### config.mk
export PLATFORM = sky130hd
export DESIGN_NAME = shift_exec_stage
export DESIGN_NICKNAME = d
export VERILOG_FILES = /design/src/rtl/shift_exec_stage_pkg.sv /design/src/rtl/shift_exec_stage_shifter.sv /design/src/rtl/shift_exec_stage.sv
export SDC_FILE = /design/constraint.sdc
export NUM_CORES = 1
export LEC_CHECK = 0
export BUFFER_PORTS_ARGS = -buffer_cell sky130_fd_sc_hd__buf_2
export CAP_MARGIN = 20
export CORE_ASPECT_RATIO = 2
export CORE_MARGIN = 1.5
export CORE_UTILIZATION = 60
export CTS_CLUSTER_DIAMETER = 150
export CTS_CLUSTER_SIZE = 8
export DETAILED_ROUTE_END_ITERATION = 16
export GPL_ROUTABILITY_DRIVEN = 1
export PLACE_DENSITY = 0.87
export RECOVER_POWER = 100
export SETUP_SLACK_MARGIN = 0.4
export SLEW_MARGIN = 10
export SYNTH_ARGS = -nofsm -noshare
export SYNTH_HDL_FRONTEND = slang
export SYNTH_HIERARCHICAL = 1
export SYNTH_SLANG_ARGS = --single-unit
export TNS_END_PERCENT = 20
### constraint.sdc
create_clock -name clock -period 7.02 [get_ports clock]
set_input_delay 0.702 -clock clock [delete_from_list [all_inputs] [get_ports clock]]
set_output_delay 0.702 -clock clock [all_outputs]
set_load 0.01 [all_outputs]
### src/rtl/shift_exec_stage_pkg.sv
// -----------------------------------------------------------------------------
// shift_defs
// Shared definitions for the shift execute stage: funct codes of the six
// shift instructions, the shiftop encoding seen by the shifter, and the
// decode helper that turns funct/shamt/rs into {shiftop, amount, illegal}.
// -----------------------------------------------------------------------------
package shift_defs;

  // Shift operation presented to the shifter.
  typedef enum logic [1:0] {
    OP_SRL  = 2'b00,  // logical right
    OP_SRA  = 2'b01,  // arithmetic right (sign fill)
    OP_SLL  = 2'b10,  // left, zero fill
    OP_PASS = 2'b11   // rt passes through unchanged
  } shift_op_e;

  localparam logic [5:0] FUNCT_SLL  = 6'b000000;
  localparam logic [5:0] FUNCT_SRL  = 6'b000010;
  localparam logic [5:0] FUNCT_SRA  = 6'b000011;
  localparam logic [5:0] FUNCT_SLLV = 6'b000100;
  localparam logic [5:0] FUNCT_SRLV = 6'b000110;
  localparam logic [5:0] FUNCT_SRAV = 6'b000111;

  typedef struct packed {
    shift_op_e  op;
    logic [4:0] amt;
    logic       illegal;
  } decode_t;

  // Immediate forms take the amount from shamt, variable forms from rs[4:0].
  // Unknown functs become a pass of rt flagged illegal; the amount is then
  // irrelevant and forced to zero.
  function automatic decode_t decode_funct(input logic [5:0] funct,
                                           input logic [4:0] shamt,
                                           input logic [4:0] rs_lo);
    decode_t d;
    d = '{op: OP_PASS, amt: 5'd0, illegal: 1'b1};
    case (funct)
      FUNCT_SLL:  d = '{op: OP_SLL, amt: shamt, illegal: 1'b0};
      FUNCT_SRL:  d = '{op: OP_SRL, amt: shamt, illegal: 1'b0};
      FUNCT_SRA:  d = '{op: OP_SRA, amt: shamt, illegal: 1'b0};
      FUNCT_SLLV: d = '{op: OP_SLL, amt: rs_lo, illegal: 1'b0};
      FUNCT_SRLV: d = '{op: OP_SRL, amt: rs_lo, illegal: 1'b0};
      FUNCT_SRAV: d = '{op: OP_SRA, amt: rs_lo, illegal: 1'b0};
      default:    d = '{op: OP_PASS, amt: 5'd0, illegal: 1'b1};
    endcase
    return d;
  endfunction

endpackage

### src/rtl/shift_exec_stage_shifter.sv
// -----------------------------------------------------------------------------
// Shifter
// Purely combinational barrel shifter used between the S1 and S2 registers.
// Ports:
//   op_i     - shift operation (SRL / SRA / SLL / PASS)
//   amt_i    - shift amount 0..31; 0 yields data_i for every operation
//   data_i   - operand (rt)
//   result_o - shifted result
// -----------------------------------------------------------------------------
module Shifter
  import shift_defs::*;
#(
  parameter int DATA_W = 32
) (
  input  shift_op_e         op_i,
  input  logic [4:0]        amt_i,
  input  logic [DATA_W-1:0] data_i,
  output logic [DATA_W-1:0] result_o
);

  // NOTE: every output of a combinational block gets a default first so no
  // path through the case can leave it unassigned and infer a latch.
  always_comb begin
    result_o = data_i;
    case (op_i)
      OP_SRL:  result_o = data_i >> amt_i;
      OP_SRA:  result_o = $unsigned($signed(data_i) >>> amt_i);
      OP_SLL:  result_o = data_i << amt_i;
      OP_PASS: result_o = data_i;
      default: result_o = data_i;
    endcase
  end

endmodule

### src/rtl/shift_exec_stage.sv
// -----------------------------------------------------------------------------
// shift_exec_stage
// Two-stage shift execute pipeline with valid/ready handshakes on both sides.
//   S1: decoded bundle (shiftop, amount, rt, rd, illegal) registered on accept.
//   S2: registered shifter result, rd and illegal; presented downstream.
// Ports:
//   clock, reset          - rising-edge clock, synchronous active-high reset
//   in_valid / in_ready   - upstream handshake
//   in_funct, in_shamt    - instruction fields driving the decode
//   in_rs, in_rt, in_rd   - operands and destination tag
//   flush                 - drop every in-flight bundle at the next edge
//   out_valid / out_ready - downstream handshake
//   out_result, out_rd, out_illegal - result bundle, held while stalled
// -----------------------------------------------------------------------------
module shift_exec_stage
  import shift_defs::*;
#(
  parameter int DATA_W = 32
) (
  input  logic              clock,
  input  logic              reset,
  input  logic              in_valid,
  output logic              in_ready,
  input  logic [5:0]        in_funct,
  input  logic [4:0]        in_shamt,
  input  logic [DATA_W-1:0] in_rs,
  input  logic [DATA_W-1:0] in_rt,
  input  logic [4:0]        in_rd,
  input  logic              flush,
  output logic              out_valid,
  input  logic              out_ready,
  output logic [DATA_W-1:0] out_result,
  output logic [4:0]        out_rd,
  output logic              out_illegal
);

  // S1 state
  logic              s1_valid_q, s1_valid_d;
  shift_op_e         s1_op_q;
  logic [4:0]        s1_amt_q;
  logic [DATA_W-1:0] s1_rt_q;
  logic [4:0]        s1_rd_q;
  logic              s1_illegal_q;

  // S2 state
  logic              s2_valid_q, s2_valid_d;
  logic [DATA_W-1:0] s2_result_q;
  logic [4:0]        s2_rd_q;
  logic              s2_illegal_q;

  logic              s2_free;
  logic              s1_advance;
  logic              accept;
  decode_t           dec;
  logic [DATA_W-1:0] shift_result;

  // Only rs[4:0] feeds the variable-shift amount.
  logic unused_rs_hi;
  assign unused_rs_hi = ^in_rs[DATA_W-1:5];

  // Handshake: S2 empties or drains this cycle -> S1 may move into it, and
  // S1 then has room for a new bundle, so all three can happen together.
  assign s2_free    = !s2_valid_q || out_ready;
  assign s1_advance = s2_free;
  assign in_ready   = !s1_valid_q || s1_advance;
  assign accept     = in_valid && in_ready;

  assign dec = decode_funct(in_funct, in_shamt, in_rs[4:0]);

  Shifter #(.DATA_W(DATA_W)) u_shifter (
    .op_i     (s1_op_q),
    .amt_i    (s1_amt_q),
    .data_i   (s1_rt_q),
    .result_o (shift_result)
  );

  // Valid bits: flush wins over movement; reset is applied in the register.
  always_comb begin
    s1_valid_d = s1_valid_q;
    s2_valid_d = s2_valid_q;
    if (flush) begin
      s1_valid_d = 1'b0;
      s2_valid_d = 1'b0;
    end else begin
      if (s2_free)  s2_valid_d = s1_valid_q;
      if (in_ready) s1_valid_d = in_valid;
    end
  end

  // NOTE: sequential state uses non-blocking assignments so every register
  // samples the pre-edge values, regardless of statement order.
  always_ff @(posedge clock) begin
    if (reset) begin
      s1_valid_q <= 1'b0;
      s2_valid_q <= 1'b0;
    end else begin
      s1_valid_q <= s1_valid_d;
      s2_valid_q <= s2_valid_d;
    end
  end

  // NOTE: the S1 payload has no reset; it is only observed through s1_valid_q,
  // so clearing it would add reset fanout for no behavioural gain. Flush never
  // touches payload registers either.
  always_ff @(posedge clock) begin
    if (!reset && !flush && accept) begin
      s1_op_q      <= dec.op;
      s1_amt_q     <= dec.amt;
      s1_rt_q      <= in_rt;
      s1_rd_q      <= in_rd;
      s1_illegal_q <= dec.illegal;
    end
  end

  // S2 payload is visible on the ports, so it is cleared by reset.
  always_ff @(posedge clock) begin
    if (reset) begin
      s2_result_q  <= '0;
      s2_rd_q      <= '0;
      s2_illegal_q <= 1'b0;
    end else if (!flush && s1_valid_q && s2_free) begin
      s2_result_q  <= shift_result;
      s2_rd_q      <= s1_rd_q;
      s2_illegal_q <= s1_illegal_q;
    end
  end

  assign out_valid   = s2_valid_q;
  assign out_result  = s2_result_q;
  assign out_rd      = s2_rd_q;
  assign out_illegal = s2_illegal_q;

endmodule

Word-level counts from Yosys, hierarchy flattened
Index checks and enable logic that the tools add are counted.
{ "op_classes": {"eq_ne": 8, "n_shift": 3, "n_mux": 2, "n_reduce_logical": 14} }
{ "op_table": {"columns": ["operator", "count"], "rows": [
  ["one-hot mux 32 bit (4 select lines)", 1],
  ["one-hot mux 8 bit (6 select lines)", 1],
  ["<< shifter 32 x 5 -> 32 bit", 1],
  [">> shifter 32 x 5 -> 32 bit", 1],
  [">>> shifter 32 x 5 -> 32 bit", 1],
  ["equality test 6 x 3 -> 1 bit (second input constant)", 3],
  ["equality test 6 x 2 -> 1 bit (second input constant)", 2],
  ["zero test 6 bit", 1],
  ["logical AND 1 bit", 5],
  ["equality test 2 bit (second input constant)", 2],
  ["zero test 1 bit", 4],
  ["equality test 2 x 1 -> 1 bit (second input constant)", 1],
  ["zero test 2 bit", 1],
  ["logical OR 1 bit", 2],
  ["OR reduction 2 bit", 1]
]} }
{ "totals": {"regBits": 85, "in_bits": 85, "wordCells": 37} }

Logic depth before layout (Yosys ltp)
{ "depth": {"word_depth": 5, "ltp_mapped": 12, "depth_no_buf": 7} }

Cells and area by module
Netlist, hierarchy kept.
{ "by_module_without_submodules": {"columns": ["module", "instances", "cells_each", "area_per_inst_um2", "seq_area_each_um2"], "rows": [
  ["Shifter", 1, 656, 4988.5, 0.0],
  ["shift_exec_stage", 1, 235, 3248.1, 2152.1]
]} }

Least setup slack after synthesis
OpenSTA, ideal clock, no wires.
{ "synth_timing": {"path_type": "input to register", "start": "in reset", "end": "reg s1_amt_q[0], enable pin", "setup_time_ns": 0.407, "arrival_ns": 2.102, "t_required_ns": 6.613, "path_slack_ns": 4.511, "cell_stages": 3, "path_buffers": 1, "path_cell_list": "clkbuf_1 > nor2_1 > and3_1"} }
{ "synth_via": {"elab_chain_len": 3} }
{ "synth_rtl": {"columns": ["element", "line", "text"], "rows": [
  ["from (decl)", "shift_exec_stage.sv:21", "input logic reset,"],
  ["zero test 1 bit", "shift_exec_stage.sv:106", "if (!reset && !flush && accept) begin"],
  ["logical AND 1 bit (2 in a row)", "shift_exec_stage.sv:106", null],
  ["to (signal assigned)", "shift_exec_stage.sv:108", "s1_amt_q <= dec.amt;"],
  ["to (decl)", "shift_exec_stage.sv:40", "logic [4:0] s1_amt_q;"]
]} }
No other way between the ends.
A chain may end at the register's enable or synchronous reset.

Worst setup path in the final report
{ "layout_timing": {"start": "reg s1_amt_q[0]", "end": "reg s2_result_q[3], in the netlist out_result[3]"} }
{ "layout_via": {"elab_chain_len": 2} }
{ "layout_rtl": {"columns": ["element", "line", "text"], "rows": [
  ["<< shifter 32 x 5 -> 32 bit, or another cell as far along", "shift_exec_stage_shifter.sv:28", "OP_SLL: result_o = data_i << amt_i;"],
  ["one-hot mux 32 bit (4 select lines) *", "shift_exec_stage_shifter.sv:25", "case (op_i)"],
  ["via shift_result[3]", "shift_exec_stage.sv:55", "logic [DATA_W-1:0] shift_result;"],
  ["to (signal assigned)", "shift_exec_stage.sv:122", "s2_result_q <= shift_result;"],
  ["to (decl)", "shift_exec_stage.sv:47", "logic [DATA_W-1:0] s2_result_q;"]
]} }
Mark *: on every way through the listed nets, which the timed path passes. The rest lies on a longest branch.

==> results.yml <==
run_status:
  status: "complete, but fails checks"
  violations: "max-capacitance violations, max-slew violations"
grt:
  grtUsageTotal: 0.463
  grt_pass1_wl_um: 49000
  grt_pass1_vias: 7933
  grt_max_degree: 79
  grt_overflow: 0
  antenna_found_initial: 0
worst_setup_path:
  worstSetupPathType: "flop to flop"
  path_max_fanout: 57
  cpPeakStageDelay_ps: 1420
  cpMaxStageDelayCell: "clkbuf_2"
  r2r_start: "s1_amt_q[0]$_DFFE_PP_"
  worst_ep_required_time_ps: 7250
  critPathLaunchType: "flop"
  cp-end-kind: "flop"
  crit_chain: "buf_4 > clkbuf_2 > mux4_2 > mux2_1 > nor2_1 > a221oi_1 > a211o_1 > nand2b_1 > mux2i_1"
  ff2ff_setup_slack_ps: 2500
  r2r_cells: 9
  r2r_end: "out_result[3]$_SDFFE_PP0P_"
  arrival_ps: 4740
logic_synthesis:
  synth-xor-area-share: 0
  synth_area_leaders: "edfxtp_1 (16%), mux4_2 (16%), mux2i_1 (12%), dfxtp_1 (9.7%), nand2b_1 (6.4%)"
  synthSimpleGateAreaFrac: 0.192
  synthCells: 891
  synth_area_per_cell_um2: 9.24
  yosysSeqAreaShare: 0.261
  yosys_warnings: 6
  synth_top_family_by_area: "multiplexers"
  synth_area_mm2: 0.00824
  synth-seq-cells: 85
  synth_edf_count: 45
  synth_compound_area_frac: 0.172
  synthTopCellsByCount: "mux2i_1 (96), nand2_1 (89), nand2b_1 (84)"
  synth-adder-area-share: 0
  yosysUniqueCellTypes: 69
  yosysMostFrequentCell: "mux2i_1"
  synthArstFlopShare: 0
  synth_top_area_share: 0.164
  yosysTopAreaCell: "edfxtp_1"
  ys.flop_type: "edfxtp_1"
  synth_nets: 976
  synthMuxAreaShare: 0.309
clock_tree:
  ctsResizeCount: 0
  clockRootBuffer: "clkbuf_16"
  worstSkewPairLatency_ps: 360
  cts_tree: "yes"
  path_clk_slew_ps: 70
  post_cts_buffers: 0
  cts_inserted_buffers: 9
  postCtsHoldBufs: 0
  clock_sinks: 85
  htreeDepth: 3
  cts_buffer_depth: 2
timing:
  worst_pin_slew_ps: 2200
  relSlewSlack: -0.466
  final_max_slew_viol_count: 173
  hold_viol: 0
  grt_setup_unrepaired: "no"
  fmax_mhz: 221
  tns_ps: 0
  period_share: 0.643
  finalClockSkew_ps: 11.4
  finalSetupViolCount: 0
  period_needed_ps: 4520
power:
  switching_share: 0.336
  p_clk_frac: 0.342
  internal_power_uw: 963
  power.leakage_nw: 3.17
  power_switching_uw: 487
  ir_worst_vdd_mv: 0.140
  combPwrFrac: 0.260
  power_frac_seq: 0.397
  p_per_area_mw_per_mm2: 165
route:
  dr.first_iter.drc_count: 1425
  wl_um: 33200
  drtPass1Iterations: 6
  vias_per_cell: 7.70
  ant_nets: 0
  drc: 0
  routedWlPerCell_um: 30.7
  vias: 8329
placed_design:
  place_inst: 1064
  place_hpwl_um: 22700
  routabilityCongestion: 1.06
  io_buffers: 97
floorplan:
  die-area_mm2: 0.0145
  start_util: 0.613
  io_pins: 125
  die-width_um: 85.9
  die_h_um: 169
  rows: 60
  core_mm2: 0.0134
layout:
  nets: 1007
  drive_gt1_frac: 0.191
  syn2layout_area_growth_pct: 6.73
  regArea_mm2: 0.00215
  fillers: 1153
  multi_input_area_mm2: 0.00552
  antenna_cells: 0
  instances_no_fill: 1082
worst_hold_path:
  hold_path.class: "flop to flop"
  min_to: "out_rd[3]$_SDFFE_PP0P_"
  worstHoldStart: "out_rd[3]$_SDFFE_PP0P_"
  hold_depth: 2
flow_run:
  maxCapViolations: 3
## how the worst max path moves through the flow
stage,from,endpoint,slack (ps),cells past startpoint
after floorplan,reset,s1_amt_q[0]$_DFFE_PP_,4510,3
after global placement,s1_amt_q[0]$_DFFE_PP_,out_result[3]$_SDFFE_PP0P_,3400,9
after detailed placement,s1_amt_q[0]$_DFFE_PP_,out_result[3]$_SDFFE_PP0P_,3360,9
after CTS,s1_amt_q[0]$_DFFE_PP_,out_result[3]$_SDFFE_PP0P_,3350,9
after global routing,s1_amt_q[0]$_DFFE_PP_,out_result[3]$_SDFFE_PP0P_,2210,9
final,s1_amt_q[0]$_DFFE_PP_,out_result[3]$_SDFFE_PP0P_,2500,9
## layout by cell type, fill, tap and decap left out, types with 5 or more instances in the layout
| cell type | instances |
|---|---|
| nor2b_1 | 9 |
| o31ai_1 | 8 |
| dfxtp_1 | 40 |
| a311oi_1 | 5 |
| mux4_2 | 60 |
| o22ai_1 | 15 |
| a211o_1 | 6 |
| nor3_1 | 18 |
| a22oi_1 | 8 |
| buf_4 | 16 |
| buf_2 | 59 |
| o21ai_0 | 29 |
| mux2i_1 | 96 |
| nand2_1 | 89 |
| a221oi_1 | 7 |
| edfxtp_1 | 45 |
| o221ai_1 | 5 |
| nor4_1 | 5 |
| clkbuf_1 | 41 |
| a211oi_1 | 8 |
| nor2_1 | 65 |
| mux2_2 | 16 |
| a21oi_1 | 50 |
| inv_1 | 10 |
| nand3_1 | 20 |
| o211ai_1 | 14 |
| clkbuf_16 | 10 |
| a31oi_1 | 8 |
| nand2b_1 | 84 |
## state kept, by name, summed over array words and instances (netlist names)
name / flops
s1_valid_q: 1
s1_op_q: 2
out_rd: 5
s1_illegal_q: 1
out_result: 32
out_valid: 1
out_illegal: 1
s1_rt_q: 32
s1_amt_q: 5
s1_rd_q: 5
## final cells by class
class                      instances  area share
clock inverter                     6     0.00640
tap                              155      0.0221
inverter                          11     0.00470
multi-input combinational        698       0.628
sequential                        85       0.245
clock buffer                      10      0.0285
timing repair buffer             117      0.0653
## stage by stage
step                      power [mW]  hold slack, ps   util  cell area, um2  setup WS (ps)
after floorplan                0.828             474      -            8240           4510
after global placement         0.940             455  0.636            8550           3400
after detailed placement       0.943             459  0.636            8550           3360
after CTS                       1.43             472  0.659            8860           3350
after global routing            1.49             498  0.654            8790           2210
final                           1.45             471  0.654            8790           2500
## cells by family after synthesis
| group | count (synthesis) |
|---|---|
| simple gates | 316 |
| flops | 85 |
| buf+inv | 108 |
| compound gates | 206 |
| mux | 176 |
## metal layers
layer  part of all wire  vias to the layer above  track usage
met2               0.47                      774        0.750
met1               0.31                     3911        0.528
met4               0.10                        0        0.353
met3               0.11                      208       0.0956
li1                   -                     3436            -
met5                  0                        -            0
## power groups by stage
stage | clock network (mW) | logic, mW | registers [mW]
after CTS | 0.498 | 0.360 | 0.573
after detailed placement | 0 | 0.359 | 0.584
after global placement | 0 | 0.357 | 0.583
after floorplan | 0 | 0.264 | 0.564
final | 0.497 | 0.378 | 0.576
after global routing | 0.519 | 0.392 | 0.577
## worst max-delay path, delay by kind of cell, from the launching register on
family          cells  cell delay, ps
simple gates        2             320
buf+inv             2            1800
flops               1             330
mux                 3            1160
compound gates      2             710
(Power assumes the default switching activity.)
